[src/rtl/id_hazard_scoreboard_pkg.sv]
// Shared types and constants for the ID-stage hazard scoreboard.
// The entry struct is sized by AW_DEF; instantiate the scoreboard with AW = AW_DEF.
package hazard_pkg;

  localparam int AW_DEF = 5;
  localparam int RDY_W  = 4;
  localparam int FWD_RF = 0;
  localparam logic [AW_DEF-1:0] REG_ZERO = '0;

  typedef struct packed {
    logic              valid;
    logic              wreg;
    logic [AW_DEF-1:0] wn;
    logic [RDY_W-1:0]  rdy_cnt;
  } entry_t;

endpackage

[src/rtl/id_hazard_scoreboard_if.sv]
// ID-stage request / hazard-response bundle between the decoder and the scoreboard.
// master = decode stage driving the instruction, slave = scoreboard answering.
interface id_hazard_scoreboard_if import hazard_pkg::*; #(
  parameter int AW = AW_DEF,
  parameter int SW = 2
);

  logic          id_valid;
  logic [AW-1:0] id_rs;
  logic [AW-1:0] id_rt;
  logic          id_rs_used;
  logic          id_rt_used;
  logic          id_wreg;
  logic [AW-1:0] id_wn;
  logic          id_is_load;
  logic          id_is_mul;
  logic          flush;
  logic          stall;
  logic [SW-1:0] fwd_a;
  logic [SW-1:0] fwd_b;
  logic          mul_busy;

  modport master (
    output id_valid, id_rs, id_rt, id_rs_used, id_rt_used, id_wreg, id_wn,
           id_is_load, id_is_mul, flush,
    input  stall, fwd_a, fwd_b, mul_busy
  );

  modport slave (
    input  id_valid, id_rs, id_rt, id_rs_used, id_rt_used, id_wreg, id_wn,
           id_is_load, id_is_mul, flush,
    output stall, fwd_a, fwd_b, mul_busy
  );

endinterface

[src/rtl/id_hazard_scoreboard_match.sv]
// One source operand compared against every in-flight entry.
// Reports whether any entry hits, the youngest (lowest) hitting index and
// whether that entry's data is already forwardable.
module hazard_match import hazard_pkg::*; #(
  parameter int DEPTH = 3,
  parameter int AW    = AW_DEF,
  parameter int SW    = $clog2(DEPTH+1)
) (
  input  entry_t        entries [DEPTH],
  input  logic [AW-1:0] r,
  input  logic          used,
  output logic          hit,
  output logic [SW-1:0] idx,
  output logic          ready
);

  // Scan oldest to youngest so the youngest match is the one left standing
  always_comb begin
    hit   = 1'b0;
    idx   = '0;
    ready = 1'b0;
    for (int k = DEPTH-1; k >= 0; k--) begin
      if (entries[k].valid && entries[k].wreg && entries[k].wn == r &&
          r != '0 && used) begin
        hit   = 1'b1;
        idx   = SW'(k);
        ready = (entries[k].rdy_cnt == '0);
      end
    end
  end

endmodule

[src/rtl/id_hazard_scoreboard.sv]
// ID-stage hazard / forwarding scoreboard for the pipelined MIPS core.
// Tracks DEPTH post-ID stages, load latency and a multi-cycle multiplier.
// Build option: ID_HAZARD_FWD_EN enables forwarding; without it every
// dependency stalls until the producer leaves the tracked window.
// The bus interface must be instantiated with the same AW and SW.
module id_hazard_scoreboard import hazard_pkg::*; #(
  parameter int AW       = AW_DEF,
  parameter int DEPTH    = 3,
  parameter int LOAD_LAT = 1,
  parameter int MUL_LAT  = 4,
  parameter int SW       = $clog2(DEPTH+1)
) (
  input logic                  clk,
  input logic                  clrn,
  id_hazard_scoreboard_if.slave bus
);

  localparam int MW = $clog2(MUL_LAT);
  localparam logic [MW-1:0] MUL_INIT = MW'(MUL_LAT-1);

  entry_t        ent   [DEPTH];
  entry_t        aged  [DEPTH];
  entry_t        new_ent;
  logic [MW-1:0] mul_cnt;
  logic [AW-1:0] mul_wn;
  logic          mul_busy;
  logic          stall;
  logic          accept;
  logic          hit_a, hit_b, ready_a, ready_b;
  logic [SW-1:0] idx_a, idx_b;
  logic          hz_a, hz_b, mul_hz;
  logic [SW-1:0] fwd_a, fwd_b;

  hazard_match #(.DEPTH(DEPTH), .AW(AW), .SW(SW)) u_match_rs (
    .entries (ent),
    .r       (bus.id_rs),
    .used    (bus.id_rs_used),
    .hit     (hit_a),
    .idx     (idx_a),
    .ready   (ready_a)
  );

  hazard_match #(.DEPTH(DEPTH), .AW(AW), .SW(SW)) u_match_rt (
    .entries (ent),
    .r       (bus.id_rt),
    .used    (bus.id_rt_used),
    .hit     (hit_b),
    .idx     (idx_b),
    .ready   (ready_b)
  );

  assign accept   = bus.id_valid & ~stall & ~bus.flush;
  assign mul_busy = (mul_cnt != '0);

  // Build the entry that enters EXE this cycle (bubble unless ID issues)
  always_comb begin
    new_ent = '0;
    if (accept) begin
      new_ent.valid = 1'b1;
      new_ent.wreg  = bus.id_wreg;
      new_ent.wn    = bus.id_wn;
`ifdef ID_HAZARD_FWD_EN
      new_ent.rdy_cnt = bus.id_is_load ? RDY_W'(LOAD_LAT) : '0;
`endif
    end
  end

  // Age each entry by one stage, counting load latency down to zero
  always_comb begin
    for (int k = 0; k < DEPTH; k++) begin
      aged[k] = ent[k];
`ifdef ID_HAZARD_FWD_EN
      if (ent[k].rdy_cnt != '0) aged[k].rdy_cnt = ent[k].rdy_cnt - 1'b1;
`endif
    end
  end

  // Shift the in-flight window; the oldest entry falls off the end
  always_ff @(posedge clk or negedge clrn) begin
    if (!clrn) begin
      for (int k = 0; k < DEPTH; k++) ent[k] <= '0;
    end else begin
      ent[0] <= new_ent;
      for (int k = 1; k < DEPTH; k++) ent[k] <= aged[k-1];
    end
  end

  // Multiplier occupancy counter and its destination register
  always_ff @(posedge clk or negedge clrn) begin
    if (!clrn) begin
      mul_cnt <= '0;
      mul_wn  <= '0;
    end else if (accept && bus.id_is_mul) begin
      mul_cnt <= MUL_INIT;
      mul_wn  <= bus.id_wn;
    end else if (mul_cnt != '0) begin
      mul_cnt <= mul_cnt - 1'b1;
    end
  end

`ifdef ID_HAZARD_FWD_EN
  // Forward from the youngest producer when its data is ready, else stall
  always_comb begin
    hz_a  = hit_a & ~ready_a;
    hz_b  = hit_b & ~ready_b;
    fwd_a = (hit_a && ready_a) ? idx_a + SW'(1) : SW'(FWD_RF);
    fwd_b = (hit_b && ready_b) ? idx_b + SW'(1) : SW'(FWD_RF);
  end
`else
  logic unused_match;
  assign unused_match = ^{ready_a, ready_b, idx_a, idx_b};

  // No bypass network: any pending producer stalls the consumer
  always_comb begin
    hz_a  = hit_a;
    hz_b  = hit_b;
    fwd_a = SW'(FWD_RF);
    fwd_b = SW'(FWD_RF);
  end
`endif

  // Combine load-use, dependency and multiplier hazards into one stall
  always_comb begin
    mul_hz = mul_busy &
             (bus.id_is_mul |
              ((mul_wn != REG_ZERO) &
               ((bus.id_rs_used & (bus.id_rs == mul_wn)) |
                (bus.id_rt_used & (bus.id_rt == mul_wn)))));
    stall  = bus.id_valid & ~bus.flush & (hz_a | hz_b | mul_hz);
  end

  assign bus.stall    = stall;
  assign bus.fwd_a    = fwd_a;
  assign bus.fwd_b    = fwd_b;
  assign bus.mul_busy = mul_busy;

endmodule

[src/flat_wrapper.sv]
// flat-port wrapper written by rule: the top's interface ports become plain ports
module id_hazard_scoreboard_flat import hazard_pkg::*;
#(
  parameter int AW       = AW_DEF,
  parameter int DEPTH    = 3,
  parameter int LOAD_LAT = 1,
  parameter int MUL_LAT  = 4,
  parameter int SW       = $clog2(DEPTH+1)
)
  (clk, clrn, bus_id_valid, bus_id_rs, bus_id_rt, bus_id_rs_used, bus_id_rt_used, bus_id_wreg, bus_id_wn, bus_id_is_load, bus_id_is_mul, bus_flush, bus_stall, bus_fwd_a, bus_fwd_b, bus_mul_busy);
  id_hazard_scoreboard_if #(.AW(AW), .SW(SW)) bus_i ();
  input logic clk;
  input logic clrn;
  input wire logic [$bits(bus_i.id_valid)-1:0] bus_id_valid;
  input wire logic [$bits(bus_i.id_rs)-1:0] bus_id_rs;
  input wire logic [$bits(bus_i.id_rt)-1:0] bus_id_rt;
  input wire logic [$bits(bus_i.id_rs_used)-1:0] bus_id_rs_used;
  input wire logic [$bits(bus_i.id_rt_used)-1:0] bus_id_rt_used;
  input wire logic [$bits(bus_i.id_wreg)-1:0] bus_id_wreg;
  input wire logic [$bits(bus_i.id_wn)-1:0] bus_id_wn;
  input wire logic [$bits(bus_i.id_is_load)-1:0] bus_id_is_load;
  input wire logic [$bits(bus_i.id_is_mul)-1:0] bus_id_is_mul;
  input wire logic [$bits(bus_i.flush)-1:0] bus_flush;
  output wire logic [$bits(bus_i.stall)-1:0] bus_stall;
  output wire logic [$bits(bus_i.fwd_a)-1:0] bus_fwd_a;
  output wire logic [$bits(bus_i.fwd_b)-1:0] bus_fwd_b;
  output wire logic [$bits(bus_i.mul_busy)-1:0] bus_mul_busy;
  assign bus_i.id_valid = bus_id_valid;
  assign bus_i.id_rs = bus_id_rs;
  assign bus_i.id_rt = bus_id_rt;
  assign bus_i.id_rs_used = bus_id_rs_used;
  assign bus_i.id_rt_used = bus_id_rt_used;
  assign bus_i.id_wreg = bus_id_wreg;
  assign bus_i.id_wn = bus_id_wn;
  assign bus_i.id_is_load = bus_id_is_load;
  assign bus_i.id_is_mul = bus_id_is_mul;
  assign bus_i.flush = bus_flush;
  assign bus_stall = bus_i.stall;
  assign bus_fwd_a = bus_i.fwd_a;
  assign bus_fwd_b = bus_i.fwd_b;
  assign bus_mul_busy = bus_i.mul_busy;
  id_hazard_scoreboard #(.AW(AW), .DEPTH(DEPTH), .LOAD_LAT(LOAD_LAT), .MUL_LAT(MUL_LAT), .SW(SW)) u_core (.clk(clk), .clrn(clrn), .bus(bus_i));
endmodule
[config.mk]
export PLATFORM = sky130hd
export DESIGN_NAME = id_hazard_scoreboard_flat
export DESIGN_NICKNAME = d
export VERILOG_FILES = /design/src/rtl/id_hazard_scoreboard_pkg.sv /design/src/rtl/id_hazard_scoreboard_if.sv /design/src/rtl/id_hazard_scoreboard_match.sv /design/src/rtl/id_hazard_scoreboard.sv /design/src/flat_wrapper.sv
export SDC_FILE = /design/constraint.sdc
export NUM_CORES = 1
export LEC_CHECK = 0
export CAP_MARGIN = 5
export CELL_PAD_IN_SITES_DETAIL_PLACEMENT = 0
export CELL_PAD_IN_SITES_GLOBAL_PLACEMENT = 1
export CORE_MARGIN = 2
export CORE_UTILIZATION = 40
export CTS_CLUSTER_DIAMETER = 30
export DETAILED_ROUTE_END_ITERATION = 6
export MAX_ROUTING_LAYER = met4
export PLACE_DENSITY_LB_ADDON = 0.1
export SLEW_MARGIN = 25
export SYNTH_ARGS = -nofsm -noshare
export SYNTH_HDL_FRONTEND = slang
export SYNTH_SLANG_ARGS = --single-unit
[constraint.sdc]
create_clock -name clk -period 1.9 [get_ports clk]
set_input_delay 0.285 -clock clk [delete_from_list [all_inputs] [get_ports clk]]
set_output_delay 0.285 -clock clk [all_outputs]
set_load 0.05 [all_outputs]
==> impl_results.md <==
* Status: finished, violations left
* Failing checks: negative setup slack
* Worst Setup SP: u_core.aged[29]
* Timing-limited maximum frequency at 434 MHz
* Initial antenna violation count at 0
* Setup TNS at -2.10 ns
* Worst ir drop on vdd at 0.000568 V
* Period minus WS final at 2.30 ns
* Final WL at 3.64 mm
* Synth area leaders: dfrtp_1 47%, xnor2_1 12%, xor2_1 10%
* Initial DRT Pass Iterations at 4
* #FFs+latches synth at 28
* Final period util at 121%
* RSZ-0062 raised after global routing: yes
* Core region area at 3630 um2
* Fin worst setup slack at -0.403 ns
* CP arrival at 2.02 ns
* Clock Pin Slew Worst Setup and Hold Paths at 0.10 ns
* CTS tree: done
* Number of diodes at 0
* H-Tree Depth at 1
* WL/cell at 15.5 um
* Most numerous cell in the Yosys netlist: dfrtp_1
* YS warnings at 0
* CP max FO at 3
* Asr flop ratio synth at 100%
* Layout cells sized above 1 at 35.8%
* R2R setup slack at -0.21 ns
* Total track usage at 19.8%
* Largest net degree at the start of global routing at 29
* Worst hold-check path type: in -> async
* Die Area at 4270 um2
* Layout net count at 213
* Clk root buf: clkbuf_8
* DP Area at 2010 um2
* Clk sinks at 28
* Worst Setup Start Kind: flop
* R2R cell count at 8
* Gpl congestion at 0.844
* Top post-synthesis cells by count: 28 x dfrtp_1, 21 x xnor2_1, 18 x xor2_1, 8 x nand4_1
* Vias in the first global route at 1,217
* Max_cap viols at 0
* FF-to-FF Start: u_core.aged[29]
* Die W at 65.3 um
* Drt drc at 0
* Sequential share of the synthesized area at 46.6%
* CP required at 1.62 ns
* Via count of the routed design at 1,145
* Worst setup path end: bus_stall
* Rows at 22
* Area Overhead vs Synth at 47.8%
* Die height at 65.3 um
* Num ports at 30
* Number of port buffers at 24
* P per Cell Area at 941 nW/um2
* Yosys top cell area share at 46.6%
* Leak pwr at 1.01 nW
* Average size of a mapped cell at 11.1 um2
* Design Area, Final at 2220 um2
* Worst-skew pair later-pin latency at 0.28 ns
* Syn Std Cell Area at 1500 um2
* Primary FF master, synth: dfrtp_1
* Iteration-0 DRC count of the detailed router at 23
* Maximum root-to-sink buffer count at 2
* Distinct cells, synth at 33
* DR vias/cell at 4.87
* Grt ovf at 0
* Total CTS buffers at 3
* Skew final at 0.00326 ns
* Number of endpoints failing setup at the final stage at 15
* Setup CP Type: reg -> out
* Slew Viols, Final at 0
* Fin. Hold Viols at 0
* Mapped Cells at 136
* Number of flops mapped to enable cells by yosys at 0
* Post-route ant nets at 0
* CP Capture Type: output pin
* First-pass GRT wire length at 6.11 mm
* R2R Path End: u_core.mul_cnt[1]
* Dpl hpwl at 2.77 mm
* Starting density of the core at 41.4%
* Cell taking the most area after synthesis: dfrtp_1
==> metal layers <==
| metal | GRT usage [%] | up-vias | wire length, um |
|---|---|---|---|
| li1 | - | 557 | - |
| met1 | 24.1 | 558 | 1500 |
| met2 | 35.5 | 26 | 1960 |
| met3 | 2.74 | 4 | 148 |
| met4 | 3.91 | 0 | 26 |
| met5 | - | - | 0 |
==> report_power, final <==
group / switching, mW / internal [mW] / total (mW)
clock: 0.189 / 0.282 / 0.471
combinational: 0.346 / 0.443 / 0.789
sequential: 0.124 / 0.706 / 0.830
total: 0.659 / 1.43 / 2.09
==> per-stage QoR <==
| stage | cells | hold slack [ns] | power, mW | setup WS, ns | util (%) |
|---|---|---|---|---|---|
| 2_1_floorplan | 139 | -0.0106 | 1.28 | -0.0500 | - |
| 3_3_place_gp | 225 | 0.362 | 1.53 | -0.673 | 55.2 |
| 3_5_place_dp | 225 | 0.362 | 1.55 | -0.649 | 55.2 |
| 4_1_cts | 233 | 0.383 | 2.06 | -0.389 | 59.3 |
| 5_1_grt | 235 | 0.389 | 2.22 | -0.476 | 61.2 |
| 6_report | 235 | 0.375 | 2.09 | -0.403 | 61.2 |
==> sequential cells by signal, indices dropped and copies added, names as in the netlist <==
signal / cells
u_core.aged: 21
u_core.mul_wn: 5
u_core.mul_cnt: 2
==> how the worst min path moves through the flow <==
stage                    start         endpoint  cells past startpoint
6_report                  clrn  u_core.aged[31]                      2
5_1_grt                   clrn  u_core.aged[32]                      2
4_1_cts        u_core.aged[20]   u_core.aged[9]                      0
3_5_place_dp   u_core.aged[20]   u_core.aged[9]                      0
3_3_place_gp   u_core.aged[21]  u_core.aged[10]                      0
2_1_floorplan             clrn  u_core.aged[10]                      0
==> logic make-up after synthesis <==
family | share of synthesized area (%)
other | 0.249
AND/OR/NAND/NOR | 13.8
multiplexers | 3.74
buffers and inverters | 6.49
adder cells (fa/ha/maj) | 0.832
AO/OA/AOI/OAI | 5.57
XOR/XNOR | 22.7
flip-flops | 46.6
==> cell type report <==
type | instances | area (um2)
Fill cell | 315 | 1410
Multi-Input combinational cell | 93 | 860
Sequential cell | 28 | 701
Timing Repair Buffer | 57 | 509
Tap cell | 48 | 60.1
Clock buffer | 3 | 41.3
Clock inverter | 1 | 30.0
Inverter | 5 | 21.3
==> worst max-delay path, cell delays in order (launching register included) <==
cell      delay (ns)
dfrtp_1         0.43
xor2_1          0.17
nor4_1          0.30
nand4_1         0.19
a31oi_4         0.29
a211oi_4        0.08
nor2b_4         0.13
buf_12          0.14
==> layout by cell type, fill, tap and decap left out, types with 2 or more instances in the layout <==
cell             instances
a31oi_4                  2
nor4_1                   3
xnor2_1                 20
buf_6                    4
inv_1                    4
clkbuf_8                 3
dfrtp_1                 28
mux2_4                   5
and3_4                   6
nand2_1                  4
nand4_1                  8
clkdlybuf4s50_1         12
dlygate4sd2_1            8
buf_4                   29
conb_1                   4
xor2_1                  18
nor2_1                   2
buf_12                   2
==> timing repair <==
action                                  CTS  global route
pin swaps                                16             5
gates cloned                              0             0
endpoints found under the setup margin   15            15
setup buffers                             4             3
resized for setup                        28            13
hold buffers                              0             0
Power figures use the tool's default switching activity.
